$ cat src/rtl/udp_tx_if.sv
// udp_tx_if: stream bundle between the payload source, udp_transmitter and the
// framing stage.
//   src_port/dst_port : UDP ports, sampled with the first payload word
//   in_*              : 64-bit payload stream into the transmitter (valid/ready/last)
//   out_*             : 64-bit header+payload stream out of the transmitter
// master = source/sink side (payload producer + downstream), slave = transmitter.
interface udp_tx_if;
    logic [15:0] src_port;
    logic [15:0] dst_port;
    logic [63:0] in_data;
    logic        in_valid;
    logic        in_last;
    logic        in_ready;
    logic [63:0] out_data;
    logic        out_valid;
    logic        out_last;
    logic        out_ready;

    modport master (
        output src_port, dst_port, in_data, in_valid, in_last, out_ready,
        input  in_ready, out_data, out_valid, out_last
    );

    modport slave (
        input  src_port, dst_port, in_data, in_valid, in_last, out_ready,
        output in_ready, out_data, out_valid, out_last
    );
endinterface

$ cat src/rtl/udp_transmitter.sv
// udp_transmitter: buffers one payload of 64-bit words, computes the UDP
// one's-complement checksum (no pseudo-header), then sends an 8-byte header
// word {src,dst,len,csum} followed by the buffered payload.
// Ports:
//   clk, rst : clock (rising edge), asynchronous active-high reset
//   bus      : udp_tx_if.slave - payload in, header+payload out, UDP ports
//   busy     : high whenever the FSM is not IDLE
//   done     : one-cycle pulse after the final output transfer
module udp_transmitter #(
    parameter int MAX_WORDS = 16,
    parameter int AW        = 4
) (
    input  logic     clk,
    input  logic     rst,
    udp_tx_if.slave  bus,
    output logic     busy,
    output logic     done
);
    // Word count must reach MAX_WORDS itself, so it is one bit wider than the address.
    localparam int CW = AW + 1;

    typedef enum logic [2:0] {S_IDLE, S_LOAD, S_FOLD, S_HDR, S_DATA} state_t;

    state_t        state_q, state_d;
    logic [CW-1:0] cnt_q, cnt_d;
    logic [CW-1:0] rd_q, rd_d;
    logic [31:0]   acc_q, acc_d;
    logic [15:0]   src_q, src_d, dst_q, dst_d;
    logic [15:0]   len_q, len_d, csum_q, csum_d;
    logic          done_q, done_d;

    // Sized to the full address space so any AW-bit index is in range.
    logic [63:0]   buf_q [0:(1<<AW)-1];
    logic          wr_en;

    logic [31:0]   sum, fold1, fold2;
    logic [15:0]   csum_raw;
    logic          in_ready, out_valid, out_last;
    logic [63:0]   out_data;

    always_comb begin
        state_d   = state_q;
        cnt_d     = cnt_q;
        rd_d      = rd_q;
        acc_d     = acc_q;
        src_d     = src_q;
        dst_d     = dst_q;
        len_d     = len_q;
        csum_d    = csum_q;
        done_d    = 1'b0;
        wr_en     = 1'b0;
        in_ready  = 1'b0;
        out_valid = 1'b0;
        out_last  = 1'b0;
        out_data  = 64'd0;
        sum       = 32'd0;
        fold1     = 32'd0;
        fold2     = 32'd0;
        csum_raw  = 16'd0;

        case (state_q)
            S_IDLE: begin
                // Only notice the word here; it is accepted in LOAD.
                if (bus.in_valid) begin
                    state_d = S_LOAD;
                    cnt_d   = '0;
                    acc_d   = 32'd0;
                end
            end
            S_LOAD: begin
                in_ready = 1'b1;
                if (bus.in_valid) begin
                    wr_en = 1'b1;
                    cnt_d = cnt_q + CW'(1);
                    acc_d = acc_q + 32'(bus.in_data[63:48]) + 32'(bus.in_data[47:32])
                                  + 32'(bus.in_data[31:16]) + 32'(bus.in_data[15:0]);
                    if (cnt_q == '0) begin
                        src_d = bus.src_port;
                        dst_d = bus.dst_port;
                    end
                    // A full buffer closes the datagram even without in_last.
                    if (bus.in_last || cnt_q == CW'(MAX_WORDS - 1))
                        state_d = S_FOLD;
                end
            end
            S_FOLD: begin
                len_d    = 16'({cnt_q, 3'b000}) + 16'd8;
                sum      = acc_q + 32'(src_q) + 32'(dst_q) + 32'(len_d);
                // Two end-around folds always leave a 16-bit value.
                fold1    = 32'(sum[15:0]) + 32'(sum[31:16]);
                fold2    = 32'(fold1[15:0]) + 32'(fold1[31:16]);
                csum_raw = ~fold2[15:0];
                csum_d   = (csum_raw == 16'h0000) ? 16'hFFFF : csum_raw;
                state_d  = S_HDR;
            end
            S_HDR: begin
                out_valid = 1'b1;
                out_data  = {src_q, dst_q, len_q, csum_q};
                if (bus.out_ready) begin
                    state_d = S_DATA;
                    rd_d    = '0;
                end
            end
            S_DATA: begin
                out_valid = 1'b1;
                out_data  = buf_q[rd_q[AW-1:0]];
                out_last  = (rd_q == cnt_q - CW'(1));
                if (bus.out_ready) begin
                    rd_d = rd_q + CW'(1);
                    if (out_last) begin
                        state_d = S_IDLE;
                        done_d  = 1'b1;
                    end
                end
            end
            default: state_d = S_IDLE;
        endcase
    end

    always_ff @(posedge clk or posedge rst) begin
        if (rst) begin
            state_q <= S_IDLE;
            cnt_q   <= '0;
            rd_q    <= '0;
            acc_q   <= 32'd0;
            src_q   <= 16'd0;
            dst_q   <= 16'd0;
            len_q   <= 16'd0;
            csum_q  <= 16'd0;
            done_q  <= 1'b0;
        end else begin
            state_q <= state_d;
            cnt_q   <= cnt_d;
            rd_q    <= rd_d;
            acc_q   <= acc_d;
            src_q   <= src_d;
            dst_q   <= dst_d;
            len_q   <= len_d;
            csum_q  <= csum_d;
            done_q  <= done_d;
        end
    end

    // Payload storage needs no reset; contents are only read after being written.
    always_ff @(posedge clk) begin
        if (wr_en) buf_q[cnt_q[AW-1:0]] <= bus.in_data;
    end

    // Outputs decode the state directly so reset clears them without waiting for a clock.
    assign bus.in_ready  = in_ready;
    assign bus.out_valid = out_valid;
    assign bus.out_last  = out_last;
    assign bus.out_data  = out_data;
    assign busy          = (state_q != S_IDLE);
    assign done          = done_q;
endmodule

$ cat src/flat_wrapper.sv
// flat-port wrapper written by rule: the top's interface ports become plain ports
module udp_transmitter_flat 
#(
    parameter int MAX_WORDS = 16,
    parameter int AW        = 4
)
  (clk, rst, busy, done, bus_src_port, bus_dst_port, bus_in_data, bus_in_valid, bus_in_last, bus_out_ready, bus_in_ready, bus_out_data, bus_out_valid, bus_out_last);
  udp_tx_if bus_i ();
  input  logic clk;
  input  logic rst;
  output logic busy;
  output logic done;
  input wire logic [$bits(bus_i.src_port)-1:0] bus_src_port;
  input wire logic [$bits(bus_i.dst_port)-1:0] bus_dst_port;
  input wire logic [$bits(bus_i.in_data)-1:0] bus_in_data;
  input wire logic [$bits(bus_i.in_valid)-1:0] bus_in_valid;
  input wire logic [$bits(bus_i.in_last)-1:0] bus_in_last;
  input wire logic [$bits(bus_i.out_ready)-1:0] bus_out_ready;
  output wire logic [$bits(bus_i.in_ready)-1:0] bus_in_ready;
  output wire logic [$bits(bus_i.out_data)-1:0] bus_out_data;
  output wire logic [$bits(bus_i.out_valid)-1:0] bus_out_valid;
  output wire logic [$bits(bus_i.out_last)-1:0] bus_out_last;
  assign bus_i.src_port = bus_src_port;
  assign bus_i.dst_port = bus_dst_port;
  assign bus_i.in_data = bus_in_data;
  assign bus_i.in_valid = bus_in_valid;
  assign bus_i.in_last = bus_in_last;
  assign bus_i.out_ready = bus_out_ready;
  assign bus_in_ready = bus_i.in_ready;
  assign bus_out_data = bus_i.out_data;
  assign bus_out_valid = bus_i.out_valid;
  assign bus_out_last = bus_i.out_last;
  udp_transmitter #(.MAX_WORDS(MAX_WORDS), .AW(AW)) u_core (.clk(clk), .rst(rst), .bus(bus_i), .busy(busy), .done(done));
endmodule
$ cat config.mk
export PLATFORM = sky130hd
export DESIGN_NAME = udp_transmitter_flat
export DESIGN_NICKNAME = d
export VERILOG_FILES = /design/src/rtl/udp_tx_if.sv /design/src/rtl/udp_transmitter.sv /design/src/flat_wrapper.sv
export SDC_FILE = /design/constraint.sdc
export NUM_CORES = 2
export LEC_CHECK = 0
export ABC_AREA = 0
export CELL_PAD_IN_SITES_DETAIL_PLACEMENT = 0
export CELL_PAD_IN_SITES_GLOBAL_PLACEMENT = 2
export CORE_ASPECT_RATIO = 1.2
export CORE_MARGIN = 10
export CORE_UTILIZATION = 45
export DETAILED_ROUTE_END_ITERATION = 6
export PLACE_DENSITY_LB_ADDON = 0.05
export SYNTH_ARGS = -nofsm -noshare
export SYNTH_HDL_FRONTEND = slang
export SYNTH_SLANG_ARGS = --single-unit
$ cat constraint.sdc
create_clock -name clk -period 12.5 [get_ports clk]
set_input_delay 3.75 -clock clk [delete_from_list [all_inputs] [get_ports clk]]
set_output_delay 3.75 -clock clk [all_outputs]
set_load 0.05 [all_outputs]
==> summary.md <==
| Metric | Value |
|---|---|
| Outcome | completed |
| Most numerous cell in the Yosys netlist | edfxtp_1 |
| RSZ-0062 raised after global routing | false |
| Synth Net Count | around 2700 |
| Maximum clock rate | 108 MHz |
| Fin crit share | roughly three quarters |
| CP endpoint kind | flip-flop |
| CTS resizes | 0 |
| Largest net degree at the start of global routing | 130 |
| Leakage | around 18 nW |
| Final core occ | around 52% |
| Clock root buffer | clkbuf_16 |
| DP HPWL | 83.7 mm |
| Die ar. | between 0.1 and 0.15 mm^2 |
| Initial core utilization | between 40% and 50% |
| Layout Nets | 2918 |
| Global Route Usage Sum | between 20 and 25% |
| EDFF count, synth | between 1000 and 1500 |
| Synth top area cells | edfxtp_1, mux4_2, dfrtp_1, fa_1, ha_1 |
| Post-CTS Setup Bufs | 0 |
| VDD IR max | ~0.32 mV |
| Crit path max fanout | 15 |
| # fillers | between 8000 and 9000 |
| Critical Path Start Type | flip-flop |
| Layout cells sized above 1 | around 23% |
| Vias in the first global route | ~26000 |
| Worst-Skew Late Latency | 0.74 ns |
| DRT iter0 DRCs | between 2000 and 2500 |
| Yosys top cell by area | edfxtp_1 |
| Clock sinks | about 1100 |
| Via count | roughly 25000 |
| WL/cell | 32.6 um |
| Site row count | around 130 |
| Die Span Y | 378 um |
| Crit-path slowest cell | dfrtp_1 |
| Critical path class | flip-flop to flip-flop |
| Hold crit path type | flip-flop to flip-flop |
| Antenna violations before repair | 7 |
| Multi-input logic area | approximately 0.014 mm^2 |
| Most common flop cell mapped by yosys | edfxtp_1 |
| I/O Buffers | approximately 170 |
| Core ar. | roughly 0.11 mm^2 |
| Seq/Total Area, Yosys | just under 70% |
| Fin Setup TNS | 0 ns |
| Routability cong. | 0.870 |
| TritonCTS clock tree | built |
| Final wirelength | about 140 mm |
| Max_cap viols | 0 |
| Hold_ws | between 0.4 and 0.5 ns |
| CP peak stage delay | about 0.67 ns |
| Synthesis Warnings | 0 |
| Reg area | ~0.033 mm^2 |
| Crit path time final | between 9 and 10 ns |
| Leading cell types by count after synthesis | edfxtp_1, mux4_2, nand2_1, dfrtp_1, clkbuf_1 |
| Fin cells | 4165 |
| IO Pins | 170 |
| Mapped Cells | 2464 |
| Post-Syn Area | between 0.04 and 0.05 mm^2 |
| Clk slew on worst S/H paths | ~0.06 ns |
| Slew Limit Fails | 0 |
| Yosys top cell area share | 63.9% |
| Worst Tran Pin Value | 1.18 ns |
| Final hold vios | 0 |
| CP arrival | approximately 9.9 ns |
| Num CTS Buffers | 110 |
| Die Span X | between 300 and 400 um |
| Clock Path Buffers | 3 |
| # H-tree levels | 3 |
| Vias/cell | 5.99 |
| Routed Antenna Nets | 0 |
| Netlist cell types | a little under 80 |
| Async SR Flop Fraction | just under 9% |
| Synth-to-layout area growth | 14.9% |
| Finish-stage setup viols | 0 |
| #FFs+latches synth | 1124 |
| WP data required | about 13 ns |
| Drt drc | 0 |
| First-pass GRT wire length | 193 mm |
| Hold buffers post-CTS | 0 |
| Cell mode on critical path | ha_1 |
| Clock Skew | 0.0244 ns |
| Max_slew headroom | 20.9% |
| Gr ovfl total | 0 |
| Mean Syn Cell Area | approximately 20 um^2 |
| Total power | ~0.015 W |
| DR pass1 iterations | 5 |
| Power per Cell Area | between 200 and 300 mW/mm^2 |
| Number of cells after detailed placement | slightly below 4000 |
==> final cells by class <==
class                           instances  area share [%]
Multi-Input combinational cell       1169            25.9
Clock buffer                          133            5.23
Timing Repair Buffer                  225            3.91
Tap cell                             1396            3.16
Inverter                               42           0.290
Clock inverter                         75            1.29
Antenna cell                            1         0.00453
Sequential cell                      1124            60.2
==> worst max-delay path, delay by kind of cell (launching register included) <==
family	cells	cell delay [ns]
compound gates	14	3.07
simple gates	10	3.03
fa+ha+maj	6	2.14
xor+xnor	1	0.15
flops	1	0.67
buf+inv	1	0.05
==> metal layers <==
metal,share of wire [%],track usage [%]
met1,43,30.9
met2,50,37.2
met3,5.1,3.12
met4,1.9,5.83
met5,0.060,0
==> kinds of logic after synthesis <==
| group | Yosys count | synth area share [%] |
|---|---|---|
| compound gates | 283 | 4.37 |
| xor+xnor | 64 | 1.17 |
| fa+ha+maj | 145 | 4.88 |
| buf+inv | 171 | 1.36 |
| flops | 1124 | 69.1 |
| mux | 357 | 15.8 |
| simple gates | 320 | 3.28 |
==> report_power, final <==
| group | total, W | switching, W | internal [W] |
|---|---|---|---|
| clock | 0.00332 | 0.00144 | 0.00188 |
| sequential | 0.00463 | 0.000293 | 0.00433 |
| combinational | 0.00676 | 0.00403 | 0.00273 |
==> registers in the layout, indices dropped and copies added, names as in the netlist <==
name,flops
u_core.csum_q,16
u_core.done,1
u_core.acc_q,32
u_core.rd_q,5
u_core.dst_q,16
u_core.buf_q,1024
u_core.src_q,16
u_core.len_q,6
u_core.state_q,3
u_core.cnt_q,5
==> worst paths after layout <==
kind	from	end	slack [ns]	cells past startpoint
max	u_core.cnt_q[2]	u_core.csum_q[1]	3.27	32
min	u_core.len_q[5]	u_core.len_q[5]	0.49	2
max reg2reg	u_core.cnt_q[2]	u_core.csum_q[1]	3.27	32
min reg2reg	u_core.len_q[5]	u_core.len_q[5]	0.49	2
max in group asynchronous	rst	u_core.src_q[0]	7.65	3
min in group asynchronous	rst	u_core.done	3.55	2
==> cells in the final DEF, fill, tap and decap left out, types with 25 or more instances in the layout <==
master           Yosys  routed
o21ai_0             51      51
inv_1               42      41
nand2_1            106     105
clkinv_2             0      27
mux4_2             320     320
ha_1                74      74
dfrtp_1            100      96
clkbuf_16            0     111
buf_4                0      52
clkdlybuf4s50_1      0     169
mux2_2              32      32
edfxtp_1          1024    1024
fa_1                71      71
a22o_1              55      55
a21oi_1             38      38
nand3_1             25      25
nor2_1              57      45
xnor2_1             46      46
==> stage by stage <==
stage | instance area (um^2) | setup WS, ns
floorplan | 48100 | 2.57
global placement | 51700 | 3.16
global route | 55300 | 2.62
finish | 55300 | 3.27
detailed placement | 51700 | 3.07
CTS | 55300 | 3.28
(Power assumes the default switching activity.)
